`src/rtl/spi_ram_resp.sv`:
```
// spi_ram_resp: single-port SRAM responder for a held-request CPU bus.
// Each accepted request makes at most one SRAM strobe. Single-byte writes
// are replicated to all lanes, and out-of-range addresses raise err_pulse.
module spi_ram_resp #(
    parameter int AW_WORD  = 16,
    parameter int WAIT_CYC = 0
) (
    input  logic               clk,
    input  logic               rst,
    input  logic               ram_rd,
    input  logic               ram_wr,
    input  logic [3:0]         ram_rlen4,
    input  logic [3:0]         ram_wlen4,
    input  logic [19:0]        ram_addr,
    input  logic [31:0]        ram_wdata,
    output logic [31:0]        ram_rdata,
    output logic               ram_bus_ready,
    output logic               ram_rdata_ready,
    output logic               sram_cs,
    output logic               sram_we,
    output logic [3:0]         sram_be,
    output logic [AW_WORD-1:0] sram_addr,
    output logic [31:0]        sram_wdata,
    input  logic [31:0]        sram_rdata,
    output logic               err_pulse
);

    typedef enum logic [2:0] {IDLE, WAIT, WR, RD, RD_DATA} state_t;

    localparam logic [2:0] WAIT_LAST = 3'(WAIT_CYC > 0 ? WAIT_CYC - 1 : 0);

    state_t             state_q, state_d;
    logic [2:0]         cnt_q, cnt_d;
    logic               wr_op_q, wr_op_d;
    logic               oor_q, oor_d;
    logic [AW_WORD-1:0] addr_q, addr_d;
    logic [3:0]         be_q, be_d;
    logic [31:0]        wdata_q, wdata_d;
    logic [31:0]        rdata_q, rdata_d;

    logic [19:0]        hi_bits;
    logic               req_oor;
    logic               unused_rlen4;

    // Reads always return the full word, so the read byte enables are not used.
    assign unused_rlen4 = ^ram_rlen4;

    // Any address bit above the SRAM window marks the access out of range.
    assign hi_bits = ram_addr >> (AW_WORD + 2);
    assign req_oor = |hi_bits;

    function automatic logic is_one_hot(input logic [3:0] v);
        return (v != 4'b0000) && ((v & (v - 4'd1)) == 4'b0000);
    endfunction

    // Single-byte writes carry their byte in wdata[7:0], so replicate it to every lane.
    function automatic logic [31:0] steer_wdata(input logic [3:0] be, input logic [31:0] d);
        if (is_one_hot(be)) begin
            return {4{d[7:0]}};
        end
        return d;
    endfunction

    // Next-state, request capture and output decode.
    always_comb begin
        state_d         = state_q;
        cnt_d           = cnt_q;
        wr_op_d         = wr_op_q;
        oor_d           = oor_q;
        addr_d          = addr_q;
        be_d            = be_q;
        wdata_d         = wdata_q;
        rdata_d         = rdata_q;
        ram_bus_ready   = 1'b0;
        ram_rdata_ready = 1'b0;
        sram_cs         = 1'b0;
        sram_we         = 1'b0;
        sram_be         = 4'b0000;
        err_pulse       = 1'b0;
        ram_rdata       = rdata_q;
        sram_addr       = addr_q;
        sram_wdata      = wdata_q;

        case (state_q)
            IDLE: begin
                if (ram_wr || ram_rd) begin
                    // A write wins. The requester keeps ram_rd high, so a read
                    // that loses here is picked up again on the next IDLE cycle.
                    wr_op_d = ram_wr;
                    addr_d  = ram_addr[AW_WORD+1:2];
                    oor_d   = req_oor;
                    be_d    = ram_wlen4;
                    wdata_d = steer_wdata(ram_wlen4, ram_wdata);
                    cnt_d   = 3'd0;
                    if (WAIT_CYC > 0) begin
                        state_d = WAIT;
                    end else begin
                        state_d = ram_wr ? WR : RD;
                    end
                end
            end
            WAIT: begin
                if (cnt_q == WAIT_LAST) begin
                    cnt_d   = 3'd0;
                    state_d = wr_op_q ? WR : RD;
                end else begin
                    cnt_d = cnt_q + 3'd1;
                end
            end
            WR: begin
                ram_bus_ready = 1'b1;
                sram_cs       = !oor_q && (be_q != 4'b0000);
                sram_we       = 1'b1;
                sram_be       = be_q;
                err_pulse     = oor_q;
                state_d       = IDLE;
            end
            RD: begin
                ram_bus_ready = 1'b1;
                sram_cs       = !oor_q;
                err_pulse     = oor_q;
                state_d       = RD_DATA;
            end
            RD_DATA: begin
                ram_rdata_ready = 1'b1;
                rdata_d         = oor_q ? 32'h0 : sram_rdata;
                ram_rdata       = rdata_d;
                state_d         = IDLE;
            end
            default: begin
                state_d = IDLE;
            end
        endcase

        // While reset is held, suppress every strobe so an abandoned access
        // can never produce an accept, a data pulse or an SRAM cycle.
        if (rst) begin
            ram_bus_ready   = 1'b0;
            ram_rdata_ready = 1'b0;
            sram_cs         = 1'b0;
            sram_we         = 1'b0;
            err_pulse       = 1'b0;
        end
    end

    // State, wait counter, captured request and read-data holding register.
    always_ff @(posedge clk) begin
        if (rst) begin
            state_q <= IDLE;
            cnt_q   <= 3'd0;
            wr_op_q <= 1'b0;
            oor_q   <= 1'b0;
            addr_q  <= '0;
            be_q    <= 4'b0000;
            wdata_q <= 32'h0;
            rdata_q <= 32'h0;
        end else begin
            state_q <= state_d;
            cnt_q   <= cnt_d;
            wr_op_q <= wr_op_d;
            oor_q   <= oor_d;
            addr_q  <= addr_d;
            be_q    <= be_d;
            wdata_q <= wdata_d;
            rdata_q <= rdata_d;
        end
    end

endmodule

```
`config.mk`:
```
export PLATFORM = sky130hd
export DESIGN_NAME = spi_ram_resp
export DESIGN_NICKNAME = d
export VERILOG_FILES = /design/src/rtl/spi_ram_resp.sv
export SDC_FILE = /design/constraint.sdc
export NUM_CORES = 1
export LEC_CHECK = 0
export ABC_AREA = 1
export CAP_MARGIN = 20
export CORE_AREA = 5 5 106 108
export CTS_CLUSTER_DIAMETER = 120
export DETAILED_ROUTE_END_ITERATION = 8
export DIE_AREA = 0 0 111 113
export GPL_TIMING_DRIVEN = 0
export MAX_ROUTING_LAYER = met4
export PLACE_DENSITY = 0.82
export REMOVE_ABC_BUFFERS = 1
export SYNTH_ARGS = -nofsm -noshare
export SYNTH_HDL_FRONTEND = slang
export SYNTH_SLANG_ARGS = --single-unit
export TNS_END_PERCENT = 100
```
`constraint.sdc`:
```
create_clock -name clk -period 1.46 [get_ports clk]
set_input_delay 0.146 -clock clk [delete_from_list [all_inputs] [get_ports clk]]
set_output_delay 0.146 -clock clk [all_outputs]
set_load 0.1 [all_outputs]
```
==> impl_metrics.toml <==
[sta]
worstMarginPinSlew_ps = 574
drv_slew = 0
setup_tns_ps = -13430
fin_hold_ws_ps = 353
final-setup-viol-count = 46
layout_setup_ws_ps = -448
layout_min_cycle_time_ps = 1910
hold_viol = 0
post-route-period-util_pct = 131
fmax_mhz = 524
skew_ps = 11.8
relSlewSlack_pct = 61.9
rsz0062_at_grt = "yes"

[placed_design]
dp_hpwl_um = 8370
dpl_cell_area_mm2 = 0.00580
routabilityCongestion = 0.866
io_buffers = 178

[route]
post_drt_wl_per_cell_um = 19.3
drt_iter0_drc = 449
ant_nets = 0
viasPerCell = 5.32
vias = 4815
drc = 0
drt-total-wl_um = 17500
drt_first_pass_iters = 5

[clocking]
h-tree-depth = 3
clockRootBuffer = "clkbuf_8"
cts-buffers-inserted = 9
clk_latency_ps = 350
clk_path_buf_depth = 2
cts_sinks = 92
cts_tree = "yes"
clkTransAtPathRegs_ps = 100

[grt]
antenna_found_initial = 0
track_usage_pct = 24.5
first_global_vias = 4710
grt-ovfl-total = 0
grt_pass1_wl_um = 24200
grt_max_degree = 88

[critical_path]
crit_arrival_ps = 1760
cp-start-kind = "register"
worstSetupPathType = "register to primary output"
worstPathMaxFanout = 9
required_ps = 1310
cp-end-kind = "primary output"

[floorplanning]
fp.dieW_um = 111
start_util_pct = 40.0
std_cell_rows = 37
die_area_mm2 = 0.0125
core_mm2 = 0.0101
io_pins = 185
die_h_um = 113

[synthesis]
synthSimpleGateAreaFrac_pct = 28.9
synth_compound_gate_area_share_pct = 12.7
ys_ff_latch = 92
seq_area_frac_synth_pct = 45.4
synth_top_family_by_area = "simple AND/OR/NAND/NOR gates"
yosys.area_share.xor_xnor_pct = 0.216
synth_cells = 563
avgSynthCellArea_um2 = 7.20
synthTopCellsByArea = "dfxtp_1 (45%), nand2_1 (16%), a21oi_1 (9.6%)"
synth.distinct_cells = 25
yosys.area.top_type_share_pct = 45.4
synth_fa_ha_area_share_pct = 0.617
ys.warnings.count = 0
syn-cell-area_mm2 = 0.00405
post-synth-top-area-cell = "dfxtp_1"
synth.mux.area_fraction_pct = 0

[flow_run]
cap_viol_max_count = 0

[worst_hold_path]
hold_path.class = "primary input to register"

[layout]
layout_common_cells = "nand2_1 (129), dfxtp_1 (88), clkdlybuf4s50_1 (88)"
design_area_mm2 = 0.00754
multi_input_area_mm2 = 0.00238
drive_gt1_share_pct = 36.0
layout_commonest_cell = "nand2_1"
ff_latch_area_mm2 = 0.00186
diodes = 0
fillers = 659
utilization_pct = 74.4
syn2layout_area_growth_pct = 86.1
num-nets-final = 862

[power_and_ir_drop]
powerDensity_mw_per_mm2 = 1090
leakage_uw = 0.00316
ir_worst_vdd_v = 0.000633

[run_status]
violations = "negative setup slack"
run_status = "complete, but fails checks"
==> power breakdown <==
part / internal, uW / switching, uW / leakage [uW] / total, uW
clock network: 841 / 944 / 0.000106 / 1780
registers: 2720 / 141 / 0.000756 / 2860
logic: 1010 / 2540 / 0.00230 / 3550
total: 4570 / 3630 / 0.00316 / 8200
==> final timing paths <==
kind	startpoint	end	slack, ps	cells past startpoint
setup / recovery	state_q[2]$_SDFFE_PP0P_	ram_rdata[12]	-450	7
hold / removal	ram_addr[4]	sram_addr[2]$_SDFFE_PP0P_	350	3
setup reg to reg	state_q[0]$_SDFFE_PP0P_	rdata_q[15]$_SDFF_PP0_	-70	7
hold reg to reg	sram_wdata[5]$_SDFFE_PP0P_	sram_wdata[5]$_SDFFE_PP0P_	470	2
==> worst max-delay path: stages (launching register included) <==
cell     delay (ps)
dfxtp_4         400
inv_6            50
buf_6           110
nor3_4          160
buf_6           180
nand3_1         170
nand2_2         140
buf_12          180
==> synth_stat cells <==
master	number
buf_6	10
nand2_2	12
clkbuf_1	11
nand3_1	70
a21oi_2	10
o21ai_0	6
dfxtp_1	92
nor2_4	1
a21oi_1	78
nand2_1	169
nand2_4	1
xor2_1	1
inv_2	5
inv_1	66
nor3_1	4
buf_2	7
ha_1	2
o22ai_1	1
buf_12	1
nor2_1	10
nor3_4	1
buf_1	1
nor4_1	1
nor3b_1	1
buf_4	2
==> final cells by class <==
class                   instances  share of cell area [%]
clock buffers                  10                    1.82
well taps                     136                    2.26
flip-flops and latches         92                    24.6
repair buffers                214                    34.1
clock inverters                 6                   0.829
multi-input cells             372                    31.5
inverters                      71                    4.16
repair inverters                4                   0.647
==> layer usage <==
metal / track usage [%] / up-vias / part of all wire (%)
li1: - / 2203 / -
met3: 6.79 / 50 / 9.3
met4: 8.21 / 0 / 3.4
met5: - / - / 0
met2: 42.8 / 303 / 50
met1: 27.2 / 2259 / 38
==> cell families after synthesis <==
group                    count (synthesis)
AND/OR/NAND/NOR                        270
XOR/XNOR                                 1
AO/OA/AOI/OAI                           95
buffers and inverters                  103
flip-flops                              92
adder cells (fa/ha/maj)                  2
==> through the flow <==
stage,power (uW),worst slack (ps),instances
6_report,8200,-448,905
5_1_grt,8520,-516,905
4_1_cts,7850,-374,888
3_5_place_dp,5830,-1930,846
3_3_place_gp,5790,-3400,845
2_1_floorplan,4940,-3620,531
==> what timing repair did <==
| item | 4_1_cts | 5_1_grt |
|---|---|---|
| hold buffers | 1 | 0 |
| buffers inserted | 20 | 16 |
| pin swaps | 18 | 23 |
| gates resized for setup | 592 | 133 |
| gates cloned | 5 | 3 |
| setup endpoints to repair | 175 | 115 |
| endpoints found under the hold margin | 3 | 0 |
==> flip-flops by register name, summed over array words and instances, names as in the netlist <==
name	cells
sram_wdata	32
rdata_q	32
sram_addr	16
be_q	4
wr_op_q	1
oor_q	1
state_q	3
cnt_q	3
(Power assumes the default switching activity.)
